--- src/rtl/corner_pkg.sv ---
// Shared types for the corner renderer: pixel address, corner bundle, full-frame default set.
// Optional CORNER_MARKER_EN feature lives in the top; this package is feature-independent.
package corner_pkg;

    localparam int H_ACTIVE_DEF = 800;
    localparam int V_ACTIVE_DEF = 600;

    typedef struct packed {
        logic [9:0] row;
        logic [9:0] col;
    } pix_addr_t;

    typedef struct packed {
        pix_addr_t ul;
        pix_addr_t ur;
        pix_addr_t dl;
        pix_addr_t dr;
        logic      success;
    } corner_set_t;

    function automatic corner_set_t full_frame_set(input int h, input int v);
        corner_set_t s;
        s.ul.row = 10'd0;
        s.ul.col = 10'd0;
        s.ur.row = 10'd0;
        s.ur.col = 10'(h - 1);
        s.dl.row = 10'(v - 1);
        s.dl.col = 10'd0;
        s.dr.row = 10'(v - 1);
        s.dr.col = 10'(h - 1);
        s.success = 1'b0;
        return s;
    endfunction

    localparam corner_set_t FULL_FRAME_SET = full_frame_set(H_ACTIVE_DEF, V_ACTIVE_DEF);

    // Unsigned 10-bit coordinates widened to a signed 11-bit difference.
    function automatic logic signed [10:0] addr_diff(input logic [9:0] x, input logic [9:0] y);
        return $signed({1'b0, x}) - $signed({1'b0, y});
    endfunction

endpackage

--- src/rtl/corner_quad_renderer_edge_eval.sv ---
// Half-plane test for one quad edge a->b: E = (col-ca)*(rb-ra) - (row-ra)*(cb-ca).
// Latency 2 cycles (differences, then products/compare); free-running, no backpressure.
module edge_eval
    import corner_pkg::*;
(
    input  logic      i_clk,
    input  logic      i_rst_n,
    input  pix_addr_t i_pos,
    input  pix_addr_t i_a,
    input  pix_addr_t i_b,
    output logic      o_inside_n
);

    logic signed [10:0] r_dcol;
    logic signed [10:0] r_drow;
    logic signed [10:0] r_ab_row;
    logic signed [10:0] r_ab_col;
    logic signed [21:0] w_p0;
    logic signed [21:0] w_p1;
    logic signed [22:0] w_e;

    assign w_p0 = r_dcol * r_ab_row;
    assign w_p1 = r_drow * r_ab_col;
    assign w_e  = $signed({w_p0[21], w_p0}) - $signed({w_p1[21], w_p1});

    // o_inside_n is high when E <= 0, i.e. the pixel is on or inside this edge.
    always_ff @(posedge i_clk or negedge i_rst_n) begin
        if (!i_rst_n) begin
            r_dcol     <= '0;
            r_drow     <= '0;
            r_ab_row   <= '0;
            r_ab_col   <= '0;
            o_inside_n <= 1'b0;
        end else begin
            r_dcol     <= addr_diff(i_pos.col, i_a.col);
            r_drow     <= addr_diff(i_pos.row, i_a.row);
            r_ab_row   <= addr_diff(i_b.row, i_a.row);
            r_ab_col   <= addr_diff(i_b.col, i_a.col);
            o_inside_n <= w_e[22] || (w_e == 23'sd0);
        end
    end

endmodule

--- src/rtl/corner_quad_renderer.sv ---
// Rasterises the latched corner quad into a 1-bit mask stream; optional CORNER_MARKER_EN adds corner boxes.
// Latency 2 cycles from i_valid to o_valid; no stalls, bubbles pass straight through.
module corner_quad_renderer
    import corner_pkg::*;
#(
    parameter int   H_ACTIVE  = H_ACTIVE_DEF,
    parameter int   V_ACTIVE  = V_ACTIVE_DEF,
    parameter logic FAIL_FILL = 1'b0
) (
    input  logic        i_clk,
    input  logic        i_rst_n,
    input  logic        i_corners_valid,
    input  logic        i_success,
    input  logic [19:0] i_ul_addr,
    input  logic [19:0] i_ur_addr,
    input  logic [19:0] i_dl_addr,
    input  logic [19:0] i_dr_addr,
    input  logic        i_valid,
    output logic        o_valid,
    output logic        o_data,
    output logic [9:0]  o_row,
    output logic [9:0]  o_col,
    output logic        o_frame_start,
    output logic        o_marker
);

    localparam corner_set_t RST_SET = full_frame_set(H_ACTIVE, V_ACTIVE);
    localparam logic [9:0]  H_LAST  = 10'(H_ACTIVE - 1);
    localparam logic [9:0]  V_LAST  = 10'(V_ACTIVE - 1);

    logic [9:0]  r_row, r_col;
    corner_set_t r_shadow, r_active;
    corner_set_t w_in_set, w_set;
    pix_addr_t   w_pos;
    logic        w_accept0;
    logic [3:0]  w_inside;

    logic        r_vld1, r_fs1, r_succ1;
    logic [9:0]  r_row1, r_col1;
    logic        r_vld2, r_fs2, r_succ2;
    logic [9:0]  r_row2, r_col2;

    assign w_in_set  = {i_ul_addr, i_ur_addr, i_dl_addr, i_dr_addr, i_success};
    assign w_pos     = {r_row, r_col};
    assign w_accept0 = i_valid && (r_row == 10'd0) && (r_col == 10'd0);
    // The pixel at (0,0) must already see the set it loads, including a same-cycle bundle.
    assign w_set     = w_accept0 ? (i_corners_valid ? w_in_set : r_shadow) : r_active;

    always_ff @(posedge i_clk or negedge i_rst_n) begin
        if (!i_rst_n) begin
            r_row    <= '0;
            r_col    <= '0;
            r_shadow <= RST_SET;
            r_active <= RST_SET;
            r_vld1   <= 1'b0;
            r_fs1    <= 1'b0;
            r_succ1  <= 1'b0;
            r_row1   <= '0;
            r_col1   <= '0;
            r_vld2   <= 1'b0;
            r_fs2    <= 1'b0;
            r_succ2  <= 1'b0;
            r_row2   <= '0;
            r_col2   <= '0;
        end else begin
            if (i_corners_valid) r_shadow <= w_in_set;
            if (w_accept0)       r_active <= w_set;
            if (i_valid) begin
                if (r_col == H_LAST) begin
                    r_col <= '0;
                    r_row <= (r_row == V_LAST) ? 10'd0 : r_row + 10'd1;
                end else begin
                    r_col <= r_col + 10'd1;
                end
            end
            r_vld1  <= i_valid;
            r_fs1   <= w_accept0;
            r_succ1 <= w_set.success;
            r_row1  <= r_row;
            r_col1  <= r_col;
            r_vld2  <= r_vld1;
            r_fs2   <= r_fs1;
            r_succ2 <= r_succ1;
            r_row2  <= r_row1;
            r_col2  <= r_col1;
        end
    end

    edge_eval u_edge_top   (.i_clk(i_clk), .i_rst_n(i_rst_n), .i_pos(w_pos),
                            .i_a(w_set.ul), .i_b(w_set.ur), .o_inside_n(w_inside[0]));
    edge_eval u_edge_right (.i_clk(i_clk), .i_rst_n(i_rst_n), .i_pos(w_pos),
                            .i_a(w_set.ur), .i_b(w_set.dr), .o_inside_n(w_inside[1]));
    edge_eval u_edge_bot   (.i_clk(i_clk), .i_rst_n(i_rst_n), .i_pos(w_pos),
                            .i_a(w_set.dr), .i_b(w_set.dl), .o_inside_n(w_inside[2]));
    edge_eval u_edge_left  (.i_clk(i_clk), .i_rst_n(i_rst_n), .i_pos(w_pos),
                            .i_a(w_set.dl), .i_b(w_set.ul), .o_inside_n(w_inside[3]));

    assign o_valid       = r_vld2;
    assign o_frame_start = r_fs2;
    assign o_row         = r_row2;
    assign o_col         = r_col2;
    // Gated by valid so bubbles and reset always read as 0, whatever FAIL_FILL is.
    assign o_data        = r_vld2 && (r_succ2 ? (&w_inside) : FAIL_FILL);

`ifdef CORNER_MARKER_EN
    logic r_mark1, r_mark2;
    logic w_near;

    function automatic logic near_corner(input pix_addr_t p, input pix_addr_t c);
        logic signed [10:0] dr, dc;
        dr = addr_diff(p.row, c.row);
        dc = addr_diff(p.col, c.col);
        return (dr >= -11'sd2) && (dr <= 11'sd2) && (dc >= -11'sd2) && (dc <= 11'sd2);
    endfunction

    assign w_near = near_corner(w_pos, w_set.ul) || near_corner(w_pos, w_set.ur) ||
                    near_corner(w_pos, w_set.dl) || near_corner(w_pos, w_set.dr);

    always_ff @(posedge i_clk or negedge i_rst_n) begin
        if (!i_rst_n) begin
            r_mark1 <= 1'b0;
            r_mark2 <= 1'b0;
        end else begin
            r_mark1 <= w_near;
            r_mark2 <= r_mark1 && r_vld1;
        end
    end

    assign o_marker = r_mark2;
`else
    assign o_marker = 1'b0;
`endif

endmodule

--- config.mk ---
export PLATFORM = sky130hd
export DESIGN_NAME = corner_quad_renderer
export DESIGN_NICKNAME = d
export VERILOG_FILES = /design/src/rtl/corner_pkg.sv /design/src/rtl/corner_quad_renderer_edge_eval.sv /design/src/rtl/corner_quad_renderer.sv
export SDC_FILE = /design/constraint.sdc
export NUM_CORES = 2
export LEC_CHECK = 0
export CELL_PAD_IN_SITES_DETAIL_PLACEMENT = 1
export CELL_PAD_IN_SITES_GLOBAL_PLACEMENT = 1
export CORE_MARGIN = 8
export CORE_UTILIZATION = 53
export CTS_BUF_LIST = sky130_fd_sc_hd__clkbuf_8
export CTS_CLUSTER_SIZE = 12
export DETAILED_ROUTE_END_ITERATION = 10
export HOLD_SLACK_MARGIN = 0.08
export PLACE_DENSITY = 0.88
export SYNTH_ARGS = -nofsm -noshare
export SYNTH_HDL_FRONTEND = slang
export SYNTH_HIERARCHICAL = 1
export SYNTH_SLANG_ARGS = --single-unit
export TNS_END_PERCENT = 5
--- constraint.sdc ---
create_clock -name i_clk -period 8.4 [get_ports i_clk]
set_input_delay 2.1 -clock i_clk [delete_from_list [all_inputs] [get_ports i_clk]]
set_output_delay 2.1 -clock i_clk [all_outputs]
set_load 0.02 [all_outputs]
Word level (Yosys, flattened, before mapping)
Index checks and enable logic that the tools add are counted.
{ "word_totals": {"regBits": 408, "latch_bits": 0, "ramBits": 0, "mem_bits_ro": 0, "in_bits": 85, "out_inout_bits": 24, "word_cells": 102, "n_memories": 0} }
{ "classes": {"addsub": 22, "multipliers": 8, "div": 0, "magnitude_cmp": 0, "n_eq_ne": 2, "shift": 0, "muxes": 5, "bitwise": 0, "n_reduce_logical": 15} }
{ "ops": {"columns": ["op", "count"], "rows": [
  ["$mul A11 B11 Y22", 8],
  ["$sub A10 B10 Y11", 16],
  ["$mux W81", 2],
  ["$logic_not A23 Y1", 4],
  ["$sub A22 B22 Y23", 4],
  ["$add A10 B1 Y10 const B", 2],
  ["$eq A10 B10 Y1 const B", 2],
  ["$logic_not A10 Y1", 2],
  ["$mux W10", 2],
  ["$logic_or A1 B1 Y1", 4],
  ["$reduce_and A4 Y1", 1],
  ["$logic_and A1 B1 Y1", 3],
  ["$reduce_and A2 Y1", 1],
  ["$mux W1", 1]
]} }

Logic depth before layout (Yosys ltp)
{ "logic_depth": {"word_depth": 5, "ltp_mapped": 28, "depth_no_buf": 26} }

By module
Netlist, hierarchy kept.
{ "modules_own_cells": {"columns": ["mod", "instances", "cells_per_inst", "area_each_um2"], "rows": [
  ["edge_eval at u_edge_left ...", 2, 1424, 13055.0],
  ["edge_eval at u_edge_bot", 1, 1431, 13178.9],
  ["edge_eval at u_edge_top", 1, 1398, 13052.5],
  ["corner_quad_renderer", 1, 590, 9326.4]
]} }

Least setup slack after synthesis
Ideal clock, no wire load.
{ "synth_timing": {"path_type": "flip-flop to flip-flop", "startpoint": "register u_edge_left.r_dcol[10]", "endpoint": "register u_edge_left.o_inside_n", "setup_time_ps": 139, "arrival_time_ps": 6889, "path_slack_ps": 1372, "path_stages_with_launch": 26, "path_buffers": 2, "synth_period_minus_slack_ps": 7028, "cell_sequence": "dfrtp_1 -> clkbuf_1 -> nand2_1 -> fa_1 -> inv_1 -> fa_1 -> inv_1 -> fa_1 -> inv_1 -> fa_1 -> fa_1 -> fa_1 -> inv_1 -> fa_1 -> inv_1 -> ha_1 -> buf_2 -> and3_1 -> and3_1 -> a211o_1 -> a221oi_1 -> mux2i_1 -> nor4_2 -> nand3_2 -> nor3_1 -> or4_1"} }
{ "synth_via": {"elab_chain_len": 4} }
{ "synth_lines": {"columns": ["element", "line_no", "source"], "rows": [
  ["start: declaration", "corner_quad_renderer_edge_eval.sv:14", "logic signed [10:0] r_dcol;"],
  ["start signal: assignment", "corner_quad_renderer_edge_eval.sv:35", "r_dcol <= addr_diff(i_pos.col, i_a.col);"],
  ["$mul A11 B11 Y22 *", "corner_quad_renderer_edge_eval.sv:22", "assign w_p0 = r_dcol * r_ab_row;"],
  ["$sub A22 B22 Y23 *", "corner_quad_renderer_edge_eval.sv:24", "assign w_e = $signed({w_p0[21], w_p0}) - $signed({w_p1[21], w_p1});"],
  ["$logic_not A23 Y1", "corner_quad_renderer_edge_eval.sv:39", "o_inside_n <= w_e[22] || (w_e == 23'sd0);"],
  ["$logic_or A1 B1 Y1 *", "corner_quad_renderer_edge_eval.sv:39", null],
  ["end signal: assignment", "corner_quad_renderer_edge_eval.sv:39", null],
  ["end: declaration", "corner_quad_renderer_edge_eval.sv:11", "output logic o_inside_n"]
]} }
Mark *: on every way between the ends. The rest lies on a longest branch, timed or not.
A chain may end at the register's enable or synchronous reset.

Worst setup path after layout
{ "layout_timing": {"startpoint": "register u_edge_right.r_dcol[10]", "endpoint": "register u_edge_right.o_inside_n"} }
{ "layout_via": {"elab_chain_len": 4} }
{ "layout_lines": {"columns": ["element", "line_no"], "rows": [
  ["start: declaration", "corner_quad_renderer_edge_eval.sv:14"],
  ["start signal: assignment", "corner_quad_renderer_edge_eval.sv:35"],
  ["$mul A11 B11 Y22 *", "corner_quad_renderer_edge_eval.sv:22"],
  ["$sub A22 B22 Y23 *", "corner_quad_renderer_edge_eval.sv:24"],
  ["$logic_not A23 Y1", "corner_quad_renderer_edge_eval.sv:39"],
  ["$logic_or A1 B1 Y1 *", "corner_quad_renderer_edge_eval.sv:39"],
  ["end signal: assignment", "corner_quad_renderer_edge_eval.sv:39"],
  ["end: declaration", "corner_quad_renderer_edge_eval.sv:11"]
]} }
Marked as above.

==> run summary <==
Dividing the detail-routed via count by the number of cells gives 5.73. The clock root buffer was sky130_fd_sc_hd__clkbuf_8. Row generation in the floorplan step produced 125 rows. The number of levels in the clock H-tree was 3.

The fraction of registers with async set or reset after synthesis was 1.00. The synthesized-area fraction occupied by xor and xnor cells is 0.0229, and the detailed placer's ending HPWL is 156000 um. The complex-gate fraction of the synthesized area was 0.0543. The fraction of the mapped netlist area in simple logic gates was 0.135. For this design, the CTS-stage hold fixing added 0 buffers. The logs give 0 for the count of max-cap constraint violations and 0.167 for the portion of the post-synthesis area used by sequential elements. At the pin with the least slew margin, the transition time is 1.10 ns.

The DRC violations left came out at 0. The share of the cycle needed by the critical path after routing works out to 0.934. The die is 357 um tall. The tools report the total clock buffers created by CTS as 78.

The total vias in the final route is 44913, and the number of hold-slack violations in the final timing report is 0. On the final layout, the worst hold slack is 0.325 ns. The run finished with clean final reports. For this run the aggregate overflow at the end of global routing stands at 0. The run gives 0 as the count of endpoints failing setup in the final report. The path category of the worst min-delay check was reg -> reg. The tools report the maximum clock insertion buffer count as 3. The die covers 128000 um^2. The cell count after placement is 7688. The number of synthesized flops with an enable pin came out at 0. The kind of start point of the critical path is a flip-flop. The final core utilization is 0.566.

The commonest cells after synthesis are 1557 x sky130_fd_sc_hd__inv_1, 1116 x sky130_fd_sc_hd__fa_1, 602 x sky130_fd_sc_hd__and2_1. The overall fraction of global-route tracks in use is 0.316. After technology mapping, the gate count stands at 6267. After synthesis, the mean cell area works out to 9.84 um^2.

The tools report the relative slew slack as 0.268. Yosys instantiated no cell more often than sky130_fd_sc_hd__inv_1. The max-slew violation count came out at 0. The filler cells instantiated in the layout total 12784. The multiplexer area fraction after synthesis is 0.0478, and the sum of routed wire length over all layers is 197000 um. Clock skew after layout: 0.0672 ns. The largest registers in the layout are r_active: 81 flops, r_shadow: 81 flops.

Static timing analysis puts the maximum clock frequency at 127 MHz. Number of synthesized register bits: 408. The count of buffers from port buffering was 107; the initial cell density of the core was 0.533. Excluding fillers, the count of instances in the completed layout stands at 7836. The floorplan step set the die width to 357 um. Number of post-CTS setup repair buffers: 0.

The largest area contributor in the synthesized netlist was sky130_fd_sc_hd__fa_1. The minimum clock period is 7.84 ns. The cell area that synthesis handed to floorplanning was 61700 um^2. The area overhead of the layout relative to synthesis is 6.27%, and the clock slew at the register clock pins of the worst setup and hold paths is 0.08 ns.

The logs give 0 for the count of antenna-violating nets left after detailed routing and 3251 for the iteration-0 DRC count of the detailed router. TritonCTS built the clock tree. Of all nets on the critical path, the largest fanout is 11. The area share of the leading cell type in the synthesized netlist works out to 0.362. The core region is 116000 um^2.

The number of antenna violations at the first check in global routing came out at 9. After clock tree synthesis, the repair step resized 0 gates. The tree built by TritonCTS fans out to 408 sinks. Setup repair after global routing left no endpoint under its margin. By area, the combinational part of the netlist is dominated by adder cells. The logs give 54023 for the number of global-route vias before repair and 6 for the number of warnings issued by yosys. The first global-routing pass estimated 309000 um of wire. The setup path with the least slack is of type reg -> reg.

The pre-antenna-repair detailed-routing pass consisted of 5 iterations. Entering global routing, the biggest net connects 172 pins. Placer's final routability congestion estimate: 0.870. At the worst endpoint, the arrival time is 8.45 ns. The share of layout cells above drive strength 1 is 0.0672. At the later pin of the worst-skew pair, clock insertion delay measures 0.75 ns. The count of pins on the block boundary was 109; the number of distinct library cells after synthesis was 101.

STA puts the critical path data required time at 9.00 ns. Kind of end point of the critical path: a flip-flop. The commonest register cell after synthesis is sky130_fd_sc_hd__dfrtp_1.

The count of nets after finishing is 7941, and the detailed-route wire length per cell is 25.1 um. The net count after synthesis is 7964, and the accumulated negative setup slack is 0 ns. By area the synthesized netlist is led by sky130_fd_sc_hd__fa_1 36%, sky130_fd_sc_hd__dfrtp_1 14%, sky130_fd_sc_hd__ha_1 10%, sky130_fd_sc_hd__inv_1 9.5%, sky130_fd_sc_hd__and2_1 6.1%. The fraction of the mapped netlist area in adder cells came out at 0.463.
## critical path: stages (launching register included)
cell and delay, ns:
sky130_fd_sc_hd__dfrtp_1 0.60, sky130_fd_sc_hd__nand2_1 0.23, sky130_fd_sc_hd__fa_1 0.59, sky130_fd_sc_hd__inv_1 0.08
sky130_fd_sc_hd__fa_1 0.78, sky130_fd_sc_hd__inv_1 0.22, sky130_fd_sc_hd__fa_1 0.54, sky130_fd_sc_hd__inv_1 0.07
sky130_fd_sc_hd__fa_1 0.51, sky130_fd_sc_hd__fa_1 0.55, sky130_fd_sc_hd__fa_1 0.51, sky130_fd_sc_hd__inv_1 0.06
sky130_fd_sc_hd__fa_1 0.50, sky130_fd_sc_hd__inv_1 0.05, sky130_fd_sc_hd__ha_1 0.38, sky130_fd_sc_hd__and3_1 0.23
sky130_fd_sc_hd__and3_1 0.19, sky130_fd_sc_hd__a211o_1 0.26, sky130_fd_sc_hd__a221oi_1 0.36, sky130_fd_sc_hd__mux2i_1 0.27
sky130_fd_sc_hd__nor4_2 0.07, sky130_fd_sc_hd__nand3_2 0.10, sky130_fd_sc_hd__nor3_1 0.05, sky130_fd_sc_hd__or4_1 0.52
## cell type report
cell class | instances | area, um^2 | area share
Inverter | 1557 | 5840 | 0.0892
Tap cell | 1524 | 1910 | 0.0291
Antenna cell | 4 | 10.0 | 0.000153
Multi-Input combinational cell | 4085 | 44600 | 0.681
Timing Repair Buffer | 114 | 1190 | 0.0181
Clock buffer | 100 | 1380 | 0.0210
Sequential cell | 408 | 10300 | 0.157
Clock inverter | 44 | 337 | 0.00514
## layer usage
layer	vias to the layer above	wire length, um	global-route usage
li1	18788	-	-
met1	23580	70400	0.363
met2	1785	99100	0.548
met3	758	12600	0.0528
met4	2	14800	0.197
met5	-	13	0
## kinds of logic (layout without fill, tap and decap cells)
kind of cell / after synthesis / count (layout)
buf+inv: 1774 / 1815
simple gates: 1574 / 1574
compound gates: 476 / 476
mux: 263 / 263
xor+xnor: 159 / 159
other cells: 1 / 5
fa+ha+maj: 1612 / 1612
flops: 408 / 408
## per-stage QoR
stage	setup slack, ns	cell area (um^2)
after CTS	0.615	65500
after floorplan	1.37	61700
after global placement	1.05	63800
after detailed placement	0.640	63800
final	0.556	65500
after global routing	0.143	65500
## path summary, 6_finish.rpt
check | from | endpoint | slack [ns] | cells after the start
min in group asynchronous | i_rst_n | u_edge_top/r_ab_row[1]$_DFF_PN0_ | 1.42 | 1
worst min-delay path | r_fs1$_DFF_PN0_ | o_frame_start$_DFF_PN0_ | 0.33 | 0
worst max register to register | u_edge_right/r_dcol[10]$_DFF_PN0_ | u_edge_right/o_inside_n$_DFF_PN0_ | 0.56 | 23
worst max-delay path | u_edge_right/r_dcol[10]$_DFF_PN0_ | u_edge_right/o_inside_n$_DFF_PN0_ | 0.56 | 23
worst min register to register | r_fs1$_DFF_PN0_ | o_frame_start$_DFF_PN0_ | 0.33 | 0
max in group asynchronous | i_rst_n | u_edge_left/r_drow[4]$_DFF_PN0_ | 5.27 | 2
## cell usage in the layout (no fill, tap or decap), types with 11 or more instances in the layout
cell / count
sky130_fd_sc_hd__xor2_1: 53
sky130_fd_sc_hd__a31oi_1: 11
sky130_fd_sc_hd__mux2_1: 70
sky130_fd_sc_hd__fa_1: 1116
sky130_fd_sc_hd__nand2_1: 423
sky130_fd_sc_hd__ha_1: 496
sky130_fd_sc_hd__a21boi_0: 45
sky130_fd_sc_hd__clkdlybuf4s50_1: 105
sky130_fd_sc_hd__and3_1: 16
sky130_fd_sc_hd__nand2b_1: 66
sky130_fd_sc_hd__nor2b_1: 80
sky130_fd_sc_hd__a21o_1: 53
sky130_fd_sc_hd__o21bai_1: 11
sky130_fd_sc_hd__mux2i_1: 17
sky130_fd_sc_hd__mux2_2: 174
sky130_fd_sc_hd__and2_1: 602
sky130_fd_sc_hd__nand4_1: 18
sky130_fd_sc_hd__a221oi_1: 12
sky130_fd_sc_hd__a21boi_1: 13
sky130_fd_sc_hd__a2111oi_0: 14
sky130_fd_sc_hd__nor3_1: 44
sky130_fd_sc_hd__xnor2_1: 104
sky130_fd_sc_hd__o21ai_0: 95
sky130_fd_sc_hd__dfrtp_1: 356
sky130_fd_sc_hd__o21a_1: 16
sky130_fd_sc_hd__a21oi_1: 65
sky130_fd_sc_hd__o21ai_1: 31
sky130_fd_sc_hd__clkbuf_8: 100
sky130_fd_sc_hd__inv_1: 1576
sky130_fd_sc_hd__nor2_1: 210
sky130_fd_sc_hd__nand3_1: 40
sky130_fd_sc_hd__dfstp_2: 52
sky130_fd_sc_hd__a211oi_1: 13
Power is not shown: default switching activity piles up to over one toggle a cycle in this logic, so the estimate is an artifact.
